**src/rtl/sipo_deserializer_pkg.sv**
```systemverilog
// Shared types and helpers for the serial-to-parallel receiver.
package sipo_deserializer_pkg;

   typedef logic [0:0] state_t;

   localparam state_t IDLE  = 1'b0;
   localparam state_t SHIFT = 1'b1;

   function automatic int unsigned cnt_width(input int unsigned n);
      return $clog2(n);
   endfunction

endpackage

```
**src/rtl/sipo_out_buf.sv**
```systemverilog
// One-entry valid/ready holding register with sticky overrun detection.
module sipo_out_buf
   import sipo_deserializer_pkg::*;
#(
   parameter int unsigned N = 8
) (
   input  logic         clk,
   input  logic         reset_n,
   input  logic         push,
   input  logic [N-1:0] push_data,
   input  logic         out_ready,
   input  logic         clr_ovr,
   output logic [N-1:0] out_data,
   output logic         out_valid,
   output logic         overrun
);

   logic drop;

   // A completed word is dropped only when the held word is not being consumed.
   assign drop = push && out_valid && !out_ready;

   always_ff @(posedge clk or negedge reset_n) begin
      if (!reset_n) begin
         out_data  <= '0;
         out_valid <= 1'b0;
      end else if (push) begin
         if (!out_valid || out_ready) begin
            out_data  <= push_data;
            out_valid <= 1'b1;
         end
      end else if (out_valid && out_ready) begin
         out_valid <= 1'b0;
      end
   end

   always_ff @(posedge clk or negedge reset_n) begin
      if (!reset_n) begin
         overrun <= 1'b0;
      end else if (drop) begin
         overrun <= 1'b1;
      end else if (clr_ovr) begin
         overrun <= 1'b0;
      end
   end

endmodule

```
**src/rtl/sipo_deserializer.sv**
```systemverilog
// Serial-to-parallel receiver: strobed bit collection, framing and word hand-off.
module sipo_deserializer
   import sipo_deserializer_pkg::*;
#(
   parameter int unsigned N         = 8,
   parameter bit          MSB_FIRST = 1'b1
) (
   input  logic         clk,
   input  logic         reset_n,
   input  logic         ser_in,
   input  logic         ser_valid,
   input  logic         frame_start,
   output logic [N-1:0] out_data,
   output logic         out_valid,
   input  logic         out_ready,
   output logic         overrun,
   input  logic         clr_ovr,
   output logic         busy
);

   localparam int unsigned CW = cnt_width(N);
   localparam logic [CW-1:0] LAST = CW'(N - 1);

   state_t        state;
   logic [CW-1:0] bit_cnt;
   logic [N-1:0]  sh;
   logic [N-1:0]  sh_base;
   logic [N-1:0]  sh_next;
   logic          complete;

   // frame_start discards the partial word, so the new bit shifts into a clean register.
   always_comb begin
      sh_base = frame_start ? '0 : sh;
      if (MSB_FIRST) begin
         sh_next = {sh_base[N-2:0], ser_in};
      end else begin
         sh_next = {ser_in, sh_base[N-1:1]};
      end
   end

   assign complete = ser_valid && !frame_start && (bit_cnt == LAST);
   assign busy     = (state == SHIFT);

   always_ff @(posedge clk or negedge reset_n) begin
      if (!reset_n) begin
         sh      <= '0;
         bit_cnt <= '0;
         state   <= IDLE;
      end else if (ser_valid) begin
         sh <= sh_next;
         if (frame_start) begin
            bit_cnt <= CW'(1);
            state   <= SHIFT;
         end else if (complete) begin
            bit_cnt <= '0;
            state   <= IDLE;
         end else begin
            bit_cnt <= bit_cnt + CW'(1);
            state   <= SHIFT;
         end
      end else if (frame_start) begin
         sh      <= '0;
         bit_cnt <= '0;
         state   <= IDLE;
      end
   end

   sipo_out_buf #(
      .N (N)
   ) u_out_buf (
      .clk       (clk),
      .reset_n   (reset_n),
      .push      (complete),
      .push_data (sh_next),
      .out_ready (out_ready),
      .clr_ovr   (clr_ovr),
      .out_data  (out_data),
      .out_valid (out_valid),
      .overrun   (overrun)
   );

endmodule

```
**config.mk**
```make
export PLATFORM = sky130hd
export DESIGN_NAME = sipo_deserializer
export DESIGN_NICKNAME = d
export VERILOG_FILES = /design/src/rtl/sipo_deserializer_pkg.sv /design/src/rtl/sipo_out_buf.sv /design/src/rtl/sipo_deserializer.sv
export SDC_FILE = /design/constraint.sdc
export NUM_CORES = 1
export LEC_CHECK = 0
export CAP_MARGIN = 20
export CORE_ASPECT_RATIO = 1.5
export CORE_MARGIN = 3
export CORE_UTILIZATION = 47
export CTS_BUF_LIST = sky130_fd_sc_hd__clkbuf_4
export CTS_CLUSTER_SIZE = 8
export DETAILED_ROUTE_END_ITERATION = 7
export GPL_TIMING_DRIVEN = 1
export PLACE_DENSITY_LB_ADDON = 0.2
export SETUP_SLACK_MARGIN = 0.05
export SLEW_MARGIN = 30
export SYNTH_ARGS = -nofsm -noshare
export SYNTH_HDL_FRONTEND = slang
export SYNTH_SLANG_ARGS = --single-unit
export TNS_END_PERCENT = 5
```
**constraint.sdc**
```tcl
create_clock -name clk -period 1.55 [get_ports clk]
set_input_delay 0.465 -clock clk [delete_from_list [all_inputs] [get_ports clk]]
set_output_delay 0.465 -clock clk [all_outputs]
set_load 0.05 [all_outputs]
```
# Word level (Yosys, flattened, before mapping)
# Index checks and enable logic that the tools add are counted.
# Widths: inputs -> output; s select.
[word_totals] register_bits=21 inputBits=7 out_inout_bits=11 word_cells=38
[op_classes] n_addsub=1 n_eq_ne=2 n_mux=15 reduce_logical=14
[ops] cell="$mux 7" count=2
[ops] cell="$mux 3" count=4
[ops] cell="$mux 1" count=9
[ops] cell="$reduce_bool 2->1" count=3
[ops] cell="$logic_and 1x1->1" count=5
[ops] cell="$reduce_and 2->1" count=2
[ops] cell="$add 3x1->3 const B" count=1
[ops] cell="$eq 3x3->1 const B" count=1
[ops] cell="$logic_not 1->1" count=3
[ops] cell="$ne 2x2->1 const B" count=1
[ops] cell="$logic_or 1x1->1" count=1

# Depth between registers and ports, before layout
[depth] ltp_word=6 mapped_depth=6 ltp_nobuf=5

# Cells and area by module
# Synthesis repeated with hierarchy kept, for this count alone.
[unflattened] cells_unflattened=72 hier_area_um2=968.4
[modules_own_cells] module="sipo_deserializer" n_inst=1 cells_per_inst=48 area_each_um2=555.5 seq_area_each_um2=275.3
[modules_own_cells] module="sipo_out_buf" n_inst=1 cells_per_inst=24 area_each_um2=412.9 seq_area_each_um2=250.2

# Least setup slack after synthesis
# OpenSTA, ideal clock, no wires.
[synth_path] kind="register to register" start="register bit_cnt[0]" end="register u_out_buf.out_data[0]" setup_time_ps=125 t_arrival_ps=1364 t_required_ps=1425 setup_slack_ps=61 stages_incl_launch_ff=7 path_buffers=1 period_less_slack_ps=1489 path_cell_list="dfrtp_1 ha_1 ha_1 nand3b_4 nor2b_2 buf_6 mux2_2"
[synth_between] elab_chain_len=3
[synth_lines] item="start, declared" line_no="sipo_deserializer.sv:25" rtl="logic [CW-1:0] bit_cnt;"
[synth_lines] item="start signal, assigned" line_no="sipo_deserializer.sv:58" rtl="bit_cnt <= bit_cnt + CW'(1);"
[synth_lines] item="$eq 3x3->1" line_no="sipo_deserializer.sv:41" rtl="assign complete = ser_valid && !frame_start && (bit_cnt == LAST);"
[synth_lines] item="$logic_and 1x1->1" line_no="sipo_deserializer.sv:41"
[synth_lines] item="$reduce_and 2->1 (no line)"
[synth_lines] item="end signal, assigned" line_no="sipo_out_buf.sv:29" rtl="out_data <= push_data;"
[synth_lines] item="end, declared" line_no="sipo_out_buf.sv:13" rtl="output logic [N-1:0] out_data,"
# Every way passes these cells.
# A chain may end at the register's enable or synchronous reset.

# Final worst setup path
[layout_path] start="register bit_cnt[0]" end="register u_out_buf.out_data[5]"
# Same word-level chain as after synthesis.

==> impl_metrics.toml <==
[status]
status = "complete, no violations"

[critical_path]
cp_slowest_cell = "dfrtp_1"
cp-startpoint = "bit_cnt[0]"
crit_arrival_ns = 1.68
r2r_end = "u_out_buf.out_data[5]"
critPathKind = "register to register"
required_ns = 1.74
startpoint_type = "register"
r2r-start = "bit_cnt[0]"
path_delay_family = "flip-flops"
r2r_cells = 6
crit_fanout = 5
cp.depth = 6
timing.critical_path.cells = "ha_2 -> ha_4 -> nand3b_4 -> nor2b_4 -> buf_6 -> mux2_2"
cp_num_buf_inv = 1
endpoint_kind = "register"
cp_slowest_stage_delay_ns = 0.37
crit_end = "u_out_buf.out_data[5]"
r2r_slack_ns = 0.06

[yosys]
ys.flop_type = "dfrtp_1"
syn_nets = 85
synthArstFlopShare_pct = 100.0
synth_common_cells = "dfrtp_1 (21), nor2_1 (9), mux2i_1 (8)"
synth_top_area_share_pct = 56.07
ys_types = 19
yosysSeqAreaShare_pct = 56.07
synth_area_leaders = "dfrtp_1 (56%), mux2i_1 (8.5%), mux2_2 (8.4%)"
synth.avg_cell_area_um2 = 12.33
ys_warn_count = 0
syn-cell-area_um2 = 937.1
synth_top_area_cell = "dfrtp_1"
synth-seq-cells = 21
synth.most_common_cell = "dfrtp_1"
synth_edf_count = 0
synth_cells = 76

[hold_path]
holdCritPathClass = "input port to asynchronous set/reset pin"

[power]
pwr-share-clk_pct = 28.2
ir_worst_vdd_mv = 0.7494
p_seq_share_pct = 59.2
powerDensity_nw_per_um2 = 721.8
p_sw_uw = 226.3
combPwrFrac_pct = 12.6
leakage_nw = 0.6776
finalPower_uw = 969.0
swShare_pct = 23.35
intPower_uw = 742.8

[die]
pin_count = 18
core_um2 = 1854
placementRows = 19
initial_core_util_pct = 50.54
die_area_um2 = 2577
dieWidth_um = 42.46
die_h_um = 60.69

[place]
post-dp-hpwl_um = 1166
dpl.cell_count = 118
port-buffer-count = 17
gp_congestion = 0.7407

[layout]
fin_util_pct = 72.40
fill_cells = 124
stdcell_count = 123
seqCellArea_um2 = 525.5
antennaDiodeCount = 0
syn_to_final_growth_pct = 43.26
fin_nets = 112
drive_gt1_share_pct = 35.29
multi_input_area_um2 = 394.1

[timing]
worstMarginPinSlew_ns = 0.2653
finalSetupViolCount = 0
rsz0062_at_grt = "yes"
finalCriticalPeriod_ns = 1.492
skew_ns = 0.001824
hold_viol = 0
period_share_pct = 96.28
timing.fmax_mhz = 670.1
slew_headroom_pct = 82.31
hold_ws_ns = 0.4957
maxSlewViolCount = 0
tns_ns = 0

[routing]
wl_per_cell_um = 13.70
drt-total-wl_um = 1685
vias = 616
ant_nets = 0
drt_pass1_iterations = 4
dr.first_iter.drc_count = 11
drc = 0
viasPerCell = 5.008

[clock_network]
cts_hold_buffers = 0
clkTransAtPathRegs_ns = 0.11
cts_buffers = 3
cts_htree_levels = 1
clock_sinks = 21
clock_path_buffers = 2
cts_tree = "done"
cts-root-buf = "clkbuf_4"
clock_latency_ns = 0.30

[run]
drv_cap = 0

[global_route]
grt_pass1_wl_um = 2863
grt_max_degree = 22
grt_pass1_vias = 631
grt-ovfl-total = 0
grt_usage_pct = 15.31
antenna_found_initial = 0
==> state kept, by name (all words and copies together), names as in the netlist <==
register             count
u_out_buf.out_data       8
sh                       7
bit_cnt                  3
busy                     1
u_out_buf.out_valid      1
u_out_buf.overrun        1
==> timing repair <==
action,in CTS,in global routing
gates cloned,0,0
resized for setup,5,2
setup endpoints to repair,7,7
buffers inserted,0,1
endpoints found under the hold margin,0,0
==> worst min path at each step <==
| stage | start | cells past startpoint | to | slack, ns |
|---|---|---|---|---|
| 2_1_floorplan | reset_n | 0 | bit_cnt[0] | 0.17 |
| 3_3_place_gp | bit_cnt[1] | 2 | bit_cnt[1] | 0.51 |
| 4_1_cts | reset_n | 2 | bit_cnt[2] | 0.50 |
| 5_1_grt | reset_n | 2 | u_out_buf.out_data[2] | 0.51 |
| 6_report | reset_n | 2 | bit_cnt[2] | 0.50 |
| 3_5_place_dp | sh[6] | 2 | sh[6] | 0.51 |
==> worst register-to-register path: stages, from the launching register on <==
cell and delay (ns):
dfrtp_1 0.37, ha_2 0.19, ha_4 0.15, nand3b_4 0.09
nor2b_4 0.12, buf_6 0.13, mux2_2 0.33
==> final cells by class <==
type                    count  share of cell area [%]
multi-input cells          48                   29.36
flip-flops and latches     21                   39.14
clock buffers               4                   2.237
inverters                   2                  0.5592
repair buffers             27                   26.75
well taps                  21                   1.957
==> routing by layer <==
layer / track usage, % / wire, um / up-vias
li1: - / - / 307
met1: 18.93 / 726 / 295
met2: 25.27 / 882 / 12
met3: 2.374 / 59 / 2
met4: 9.333 / 17 / 0
met5: 0 / 0 / -
==> per-stage QoR <==
stage                     area (um2)  setup slack [ns]
after global routing            1343          -0.01988
after detailed placement        1274           -0.2826
final                           1343           0.05759
after global placement          1274           -0.2681
after CTS                       1328           0.04732
after floorplan                937.1           0.06085
==> cell families after synthesis <==
logic type | count (synthesis) | share of synthesized area, %
AO/OA/AOI/OAI | 5 | 3.204
adder cells (fa/ha/maj) | 2 | 2.670
buffers and inverters | 7 | 4.806
flip-flops | 21 | 56.07
multiplexers | 15 | 16.96
AND/OR/NAND/NOR | 26 | 16.29
==> placed cells by master (no fill, tap or decap) <==
| master | n |
|---|---|
| buf_12 | 11 |
| buf_4 | 9 |
| mux2_2 | 5 |
| nand3b_4 | 1 |
| dfrtp_1 | 21 |
| a21oi_1 | 1 |
| mux2_4 | 2 |
| o22ai_1 | 1 |
| buf_6 | 1 |
| ha_4 | 1 |
| inv_1 | 2 |
| nand2b_1 | 4 |
| o21ai_0 | 2 |
| clkbuf_4 | 4 |
| clkdlybuf4s50_1 | 6 |
| mux2i_1 | 8 |
| nor2_1 | 9 |
| and2b_1 | 4 |
| nor2b_1 | 2 |
| a22o_1 | 1 |
| ha_2 | 1 |
| nand3b_1 | 1 |
| nor2b_4 | 1 |
| nand2_1 | 4 |
==> power by group through the flow <==
stage	combinational, mW	clock, mW	sequential (mW)
after global placement	0.114	0	0.583
after detailed placement	0.116	0	0.584
after floorplan	0.0453	0	0.595
after CTS	0.119	0.280	0.574
final	0.122	0.273	0.574
after global routing	0.134	0.305	0.576
(Power assumes the default switching activity.)
